===== config.mk =====
export PLATFORM = sky130hd
export DESIGN_NAME = ar_arbiter
export DESIGN_NICKNAME = d
export VERILOG_FILES = /design/src/rtl/ar_arbiter.sv
export SDC_FILE = /design/constraint.sdc
export NUM_CORES = 1
export LEC_CHECK = 0
export CORE_MARGIN = 2
export CORE_UTILIZATION = 26
export DETAILED_ROUTE_END_ITERATION = 7
export GPL_TIMING_DRIVEN = 1
export PLACE_DENSITY_LB_ADDON = 0.2
export SYNTH_ARGS = -nofsm -noshare
export SYNTH_HDL_FRONTEND = slang
export SYNTH_SLANG_ARGS = --single-unit

===== constraint.sdc =====
create_clock -name clk -period 4.7 [get_ports clk]
set_clock_uncertainty 0.15 [all_clocks]
set_input_delay 0.94 -clock clk [delete_from_list [all_inputs] [get_ports clk]]
set_output_delay 0.94 -clock clk [all_outputs]
set_load 0.02 [all_outputs]

===== src/rtl/ar_arbiter.sv =====
// Round-robin arbiter sharing the address register (AR) between NREQ requesters,
// with sequenced AR clears. Define AR_ARB_FIXED_PRIO_EN for fixed lowest-index priority.
module ar_arbiter #(
  parameter int N       = 17,
  parameter int NREQ    = 4,
  parameter int MEM_LAT = 2
) (
  input  logic              clk,
  input  logic              rst_n,
  input  logic [NREQ-1:0]   req,
  input  logic [NREQ*N-1:0] addr_in,
  input  logic              ar_clr,
  output logic [NREQ-1:0]   gnt,
  output logic [NREQ-1:0]   ack,
  output logic              ar_write_en,
  output logic              ar_clr_en,
  output logic [N-1:0]      ar_datain,
  output logic              mem_rd_en,
  output logic              busy
);

  localparam int              PW   = $clog2(NREQ);
  localparam logic [3:0]      LAST = 4'(MEM_LAT - 1);
  localparam logic [NREQ-1:0] ONE  = NREQ'(1);

  typedef enum logic [2:0] {
    S_IDLE,
    S_CLEAR,
    S_LOAD,
    S_ACCESS,
    S_DONE
  } state_t;

  state_t          state_q, state_d;
  logic [PW-1:0]   win_q, win_d;
  logic [3:0]      cnt_q;
  logic            pend_q;
  logic [N-1:0]    data_q;
  logic [N-1:0]    addr_arr [NREQ];

  always_comb begin
    for (int k = 0; k < NREQ; k++) addr_arr[k] = addr_in[k*N +: N];
  end

`ifdef AR_ARB_FIXED_PRIO_EN
  always_comb begin
    win_d = '0;
    for (int i = NREQ - 1; i >= 0; i--) begin
      if (req[i]) win_d = PW'(i);
    end
  end
`else
  logic [PW-1:0] ptr_q;
  logic [PW-1:0] rr_sel;
  logic          rr_found;
  int            rr_idx;

  // First requesting index at or above ptr, wrapping past NREQ-1.
  always_comb begin
    win_d    = '0;
    rr_found = 1'b0;
    rr_idx   = 0;
    rr_sel   = '0;
    for (int i = 0; i < NREQ; i++) begin
      rr_idx = int'(ptr_q) + i;
      if (rr_idx >= NREQ) rr_idx = rr_idx - NREQ;
      rr_sel = rr_idx[PW-1:0];
      if (!rr_found && req[rr_sel]) begin
        win_d    = rr_sel;
        rr_found = 1'b1;
      end
    end
  end

  always_ff @(posedge clk or negedge rst_n) begin
    if (!rst_n) begin
      ptr_q <= '0;
    end else if (state_q == S_DONE) begin
      ptr_q <= (win_q == PW'(NREQ - 1)) ? '0 : win_q + PW'(1);
    end
  end
`endif

  always_comb begin
    state_d = state_q;
    case (state_q)
      S_IDLE: begin
        if (pend_q || ar_clr) state_d = S_CLEAR;
        else if (|req)        state_d = S_LOAD;
      end
      S_CLEAR:  state_d = S_IDLE;
      S_LOAD:   state_d = S_ACCESS;
      S_ACCESS: if (cnt_q == LAST) state_d = S_DONE;
      S_DONE:   state_d = S_IDLE;
      default:  state_d = S_IDLE;
    endcase
  end

  always_ff @(posedge clk or negedge rst_n) begin
    if (!rst_n) begin
      state_q <= S_IDLE;
      win_q   <= '0;
      cnt_q   <= '0;
      pend_q  <= 1'b0;
      data_q  <= '0;
    end else begin
      state_q <= state_d;
      if (state_q == S_IDLE && state_d == S_LOAD) begin
        win_q  <= win_d;
        data_q <= addr_arr[win_d];
      end
      cnt_q <= (state_q == S_ACCESS) ? cnt_q + 4'd1 : 4'd0;
      // Clears arriving while busy collapse into a single deferred clear.
      if (state_q == S_IDLE && state_d == S_CLEAR) pend_q <= 1'b0;
      else if (ar_clr && state_q != S_IDLE)        pend_q <= 1'b1;
    end
  end

  assign gnt         = (state_q == S_LOAD || state_q == S_ACCESS || state_q == S_DONE)
                       ? (ONE << win_q) : '0;
  assign ack         = (state_q == S_DONE) ? (ONE << win_q) : '0;
  assign ar_write_en = (state_q == S_LOAD);
  assign ar_clr_en   = (state_q == S_CLEAR);
  assign mem_rd_en   = (state_q == S_ACCESS);
  assign busy        = (state_q != S_IDLE);
  assign ar_datain   = data_q;

endmodule


==> summary.md, run 1 <==
| Metric | Value |
|---|---|
| Status | completed |
| First-pass GRT wire length | 7510 um |
| Tot Pwr | 1.44 mW |
| # port buffers | 103 |
| Synth top cells by count | mux2i_1, dfrtp_1, nand2_1, o221ai_1, nor2_1 |
| Post-synth design cell area | 0.00180 mm2 |
| CTS clk-pin slew, worst paths | 60 ps |
| Area grow syn2layout | 63.8% |
| Yosys cell types | 33 |
| Worst Path Buf+Inv | 1 |
| Layout Nets | 358 |
| Hold Vio Cnt, Final | 0 |
| Synth Flop Type | dfrtp_1 |
| Max-slew violation count | 0 |
| Compound-cell area share of the yosys netlist | 13.1% |
| Antenna violations before repair | 0 |
| Minimum clock period | 3210 ps |
| Met1 usage | 13.9% |
| Final design utilization | 43.7% |
| Post-route ant nets | 0 |
| Synth Area in Simple Gates | 15.3% |
| RePlAce Congestion | 0.718 |
| Gr ovfl total | 0 |
| Crit Path Class | in2reg |
| Post-DP HPWL | 3830 um |
| Critical Path, Cell by Cell | clkdlybuf4s50_1, nor2_1, a21boi_2, nand2_1, or2_1, o221ai_1 |
| Post-synthesis mux area share | 19.5% |
| Sequential cell area fraction in the yosys report | 40.3% |
| Hold buffers post-CTS | 0 |
| Final Cycle Share | 68.3% |
| Routed wire length | 4940 um |
| Root Driver | clkbuf_8 |
| Clock sink count | 29 |
| Mapped Avg Cell Area | 10.3 um2 |
| Pin count of the biggest net entering global routing | 36 |
| Pwr/cell area | 487 mW/mm2 |
| Core area | 0.00676 mm2 |
| Cell taking the most area after synthesis | dfrtp_1 |
| First drt pass iteration count | 4 |
| WP data arrival | 3170 ps |
| Leak Pwr | 1.36 nW |
| Slew headroom | 52.2% |
| Clock tree buffer depth | 2 |
| Final setup viols | 0 |
| Crit path max fanout | 21 |
| Layout cells sized above 1 | 5.76% |
| WL/cell | 13.8 um |
| Die X | 87.2 um |
| Die ar. | 0.00761 mm2 |
| Critical Path RT | 4660 ps |
| Vias in the first global route | 1681 |
| CTS buffer count | 5 |
| Gr usage total | 12.6% |
| XOR/XNOR Fraction of Synth Area | 0.972% |
| Post-synthesis instance total | 175 |
| Met3 Use GR | 3.32% |
| Num rows | 30 |
| Yosys reg bits | 29 |
| ANT cells | 0 |
| Synth top area cells | dfrtp_1, mux2i_1, o221ai_1, nand2_1, ha_1 |
| Setup TNS | 0 ps |
| Post-synth EDFFs | 0 |
| Vert. Die Dim | 87.2 um |
| Initial core utilization | 26.7% |
| Post-route DRC | 0 |
| Min-Delay Path Class | reg2reg |
| Crit path max-delay family | simple AND/OR/NAND/NOR gates |
| Via density | 4.70 |
| FFs w/ async S/R, synth | 100% |
| Syn Nets | 256 |
| Ys Warns | 0 |
| Most common cell in the synthesized netlist | mux2i_1 |
| CTS resizes | 0 |
| Worst-Skew Late Latency | 270 ps |
| CP Launch Type | input pin |
| M2 GR Usage | 22.7% |
| Adder-cell share of the synthesized area | 4.17% |
| Detailed Route Iter0 Violations | 52 |
| CP max-delay cell | or2_1 |
| Top Usage Layer GRT | met2 |
| Slew @ Worst Pin | 715 ps |
| CP endpoint kind | register |
| Final Instance Area | 0.00295 mm2 |
| Largest family of logic cells by synthesized area | multiplexers |
| Postcts setup bufs | 0 |
| CTS tree | done |
| Peak supply drop | 0.156 mV |
| Post-DP Area | 0.00285 mm2 |
| Top Ports | 104 |
| Fmax | 311 MHz |
| Post-synth top area share | 40.3% |
| MaxCap Viol Count | 0 |
| RSZ-0062 raised after global routing | false |
| CTS H-Tree Depth | 2 |
| Slowest cell delay on critical path | 630 ps |
| Vias | 1682 |
## layout by cell type (no fill, tap or decap), types with 2 or more instances in the layout
master and count:
o211ai_1 2, nor2_1 12, nand2_1 27, dfrtp_1 29, o21ai_1 2, clkbuf_8 7
ha_1 6, nand3_1 3, buf_4 2, mux2i_1 34, o221ai_1 17, inv_1 5
and3_1 4, a21oi_1 3, clkdlybuf4s50_1 103, nor2b_1 5
## flip-flops by register name (all words and copies together), names as in the netlist
signal / count
ptr_q: 2
pend_q: 1
cnt_q: 4
state_q: 3
win_q: 2
ar_datain: 17
## through the flow
stage	worst slack, ps	hold slack, ps	instances
6_report	1490	336	358
4_1_cts	1460	344	358
5_1_grt	1300	362	358
3_5_place_dp	1170	325	350
2_1_floorplan	2440	310	175
3_3_place_gp	1270	319	350
## logic make-up (layout without fill, tap and decap cells)
logic type	after synthesis	count (layout)
buffers and inverters	16	119
AO/OA/AOI/OAI	29	29
AND/OR/NAND/NOR	58	58
flip-flops	29	29
adder cells (fa/ha/maj)	6	6
multiplexers	35	35
XOR/XNOR	2	2
## path summary, 6_finish.rpt
kind / cells past startpoint / endpoint / slack (ps) / startpoint
min: 2 / ar_datain[9]$_DFFE_PN0P_ / 340 / ar_datain[9]$_DFFE_PN0P_
min in group asynchronous: 2 / ar_datain[12]$_DFFE_PN0P_ / 900 / rst_n
max in group asynchronous: 2 / ar_datain[7]$_DFFE_PN0P_ / 3220 / rst_n
min reg2reg: 2 / ar_datain[9]$_DFFE_PN0P_ / 340 / ar_datain[9]$_DFFE_PN0P_
max reg2reg: 4 / ar_datain[3]$_DFFE_PN0P_ / 2230 / state_q[2]$_DFF_PN0_
max: 6 / ar_datain[3]$_DFFE_PN0P_ / 1490 / req[3]
## routing by layer
metal / routed length, um / vias up / part of all wire (%)
met5: 0 / - / 0
met4: 113 / 0 / 2.3
met3: 312 / 8 / 6.3
met2: 2480 / 60 / 50
met1: 2030 / 779 / 41
li1: - / 835 / -
## worst register-to-register path, stage by stage, from the launching register on
cell and delay [ps]:
dfrtp_1 490, nor3_2 260, nand2_1 490, or2_1 660, o221ai_1 310
## report_power, final
part / internal (mW) / switching (mW)
combinational: 0.385 / 0.394
clock: 0.132 / 0.0924
sequential: 0.352 / 0.0805
total: 0.869 / 0.567
## final cells by class
type	count	area (um2)
Clock buffer	7	96.3
Clock inverter	1	5.00
Fill cell	692	3810
Inverter	6	22.5
Multi-Input combinational cell	130	955
Sequential cell	29	726
Tap cell	80	100
Timing Repair Buffer	105	1050
No activity file was read; power rests on OpenSTA's default activity.
==> inputs of run 2 (changes only) <==
==> constraint.sdc (replaced) <==
create_clock -name clk -period 3.15 [get_ports clk]
set_clock_uncertainty 0.15 [all_clocks]
set_input_delay 0.63 -clock clk [delete_from_list [all_inputs] [get_ports clk]]
set_output_delay 0.63 -clock clk [all_outputs]
set_load 0.02 [all_outputs]
==> run 2 against run 1 <==
Compared with the run above: setup slack got worse by 1100 ps; worst hold slack better by 1.9 ps; routed wire length is 0.93% higher; core utilization up 0.19 points; non-clock buffer count rose by 2; die area is the same; sequential share of layout area fell by 0.10 points; sequential cell count did not move; largest cell class unchanged; sequential power up 50%; clock power up 35%; critical path depth decreased by 2; power increased by 48%.
==> summary.md, run 2 (synthesis gave the netlist of run 1 again) <==
| Metric | Value |
|---|---|
| Status | completed |
| Area grow syn2layout | 64.4% |
| Num rows | 30 |
| Clock tree buffer depth | 2 |
| Hold Vio Cnt, Final | 0 |
| ANT cells | 0 |
| MaxCap Viol Count | 0 |
| RePlAce Congestion | 0.799 |
| Slew @ Worst Pin | 691 ps |
| Final Cycle Share | 89.0% |
| Hold buffers post-CTS | 0 |
| # port buffers | 103 |
| Layout cells sized above 1 | 6.43% |
| CTS tree | done |
| Vert. Die Dim | 87.2 um |
| Final design utilization | 43.9% |
| Pin count of the biggest net entering global routing | 36 |
| Slew headroom | 53.9% |
| Leak Pwr | 1.36 nW |
| WHS | 338 ps |
| CP endpoint kind | output pin |
| Peak supply drop | 0.224 mV |
| CTS H-Tree Depth | 2 |
| Final Instance Area | 0.00296 mm2 |
| CP Launch Type | register |
| Crit Path Class | reg2out |
| Min-Delay Path Class | reg2reg |
| Pwr/cell area | 717 mW/mm2 |
| Vias | 1664 |
| Worst-Skew Late Latency | 280 ps |
| Final WS setup | 346 ps |
| Postcts setup bufs | 0 |
| WL/cell | 13.9 um |
| Post-route DRC | 0 |
| R2r worst-path depth | 6 |
| Post-DP HPWL | 3740 um |
| Clock sink count | 29 |
| Die ar. | 0.00761 mm2 |
| Minimum clock period | 2800 ps |
| Die X | 87.2 um |
| Initial core utilization | 26.7% |
| Post-Layout Cell Count | 360 |
| Detailed Route Iter0 Violations | 55 |
| Max-slew violation count | 0 |
| Vias in the first global route | 1601 |
| Top Ports | 104 |
| First-pass GRT wire length | 7710 um |
| Placed cells | 352 |
| Max reg flops | 17 |
| CTS resizes | 0 |
| Hold depth | 2 |
| Via density | 4.62 |
| Crit path max fanout | 8 |
| CTS buffer count | 5 |
| DP Worst Slack | 522 ps |
| Fmax | 357 MHz |
| Core area | 0.00676 mm2 |
| First drt pass iteration count | 4 |
| Routed wire length | 4990 um |
| CTS clk-pin slew, worst paths | 70 ps |
| Commonest cells after routing, fill and taps aside | clkdlybuf4s50_1, mux2i_1, dfrtp_1, nand2_1, o221ai_1 |
| Gr usage total | 13.0% |
| Final setup viols | 0 |
| Setup TNS | 0 ps |
| Gr ovfl total | 0 |
| Fill cells | 686 |
| RSZ-0062 raised after global routing | false |
| Antenna violations before repair | 0 |
| Post-route ant nets | 0 |
| Post-DP Area | 0.00288 mm2 |
| Tot Pwr | 2.12 mW |
| Root Driver | clkbuf_8 |
| Layout Nets | 360 |
| WP data arrival | 2020 ps |
| Commonest non-fill, non-tap cell in the layout | clkdlybuf4s50_1 |
| Critical Path RT | 2370 ps |
-- run 2: layout make-up --
class	count	area (um2)	share of cell area (%)
timing repair buffer	107	1070	36.2
multi-input combinational	130	955	32.2
sequential	29	726	24.5
tap	80	100	3.38
clock buffer	5	68.8	2.32
inverter	6	22.5	0.760
clock inverter	3	17.5	0.591
-- run 2: final timing paths --
kind	endpoint	slack [ps]	start
max	gnt[0]	350	state_q[0]$_DFF_PN0_
min	ar_datain[5]$_DFFE_PN0P_	340	ar_datain[5]$_DFFE_PN0P_
max reg2reg	ar_datain[7]$_DFFE_PN0P_	1210	ptr_q[0]$_DFFE_PN0P_
min reg2reg	ar_datain[5]$_DFFE_PN0P_	340	ar_datain[5]$_DFFE_PN0P_
max in group asynchronous	ar_datain[13]$_DFFE_PN0P_	1980	rst_n
min in group asynchronous	ar_datain[12]$_DFFE_PN0P_	590	rst_n
-- run 2: critical path, stage by stage (launching register included) --
cell             delay (ps)
dfrtp_1                 440
nor2_1                  360
a21oi_1                 200
nor2b_1                 140
clkdlybuf4s50_1         610
-- run 2: power breakdown --
| group | internal, mW | switching, mW | leakage (nW) | total, mW |
|---|---|---|---|---|
| registers | 0.524 | 0.122 | 0.369 | 0.646 |
| clock network | 0.152 | 0.150 | 0.0439 | 0.303 |
| logic | 0.592 | 0.584 | 0.949 | 1.18 |
-- run 2: metal layers --
layer | global-route usage, % | routed length, um | vias to the layer above | part of all wire [%]
met5 | 0 | 0 | - | 0
met2 | 22.3 | 2520 | 61 | 51
li1 | - | - | 836 | -
met4 | 4.62 | 58 | 0 | 1.2
met1 | 15.3 | 2030 | 763 | 41
met3 | 4.08 | 374 | 4 | 7.5
==> inputs of run 3 (changes only) <==
--- a/config.mk
+++ b/config.mk
@@ -8,6 +8,7 @@
 export CORE_MARGIN = 2
 export CORE_UTILIZATION = 26
 export DETAILED_ROUTE_END_ITERATION = 7
+export GPL_ROUTABILITY_DRIVEN = 0
 export GPL_TIMING_DRIVEN = 1
 export PLACE_DENSITY_LB_ADDON = 0.2
 export SYNTH_ARGS = -nofsm -noshare
==> results of run 3 <==
Same layout as run 2: the final DEF is identical, and so are final timing and power.
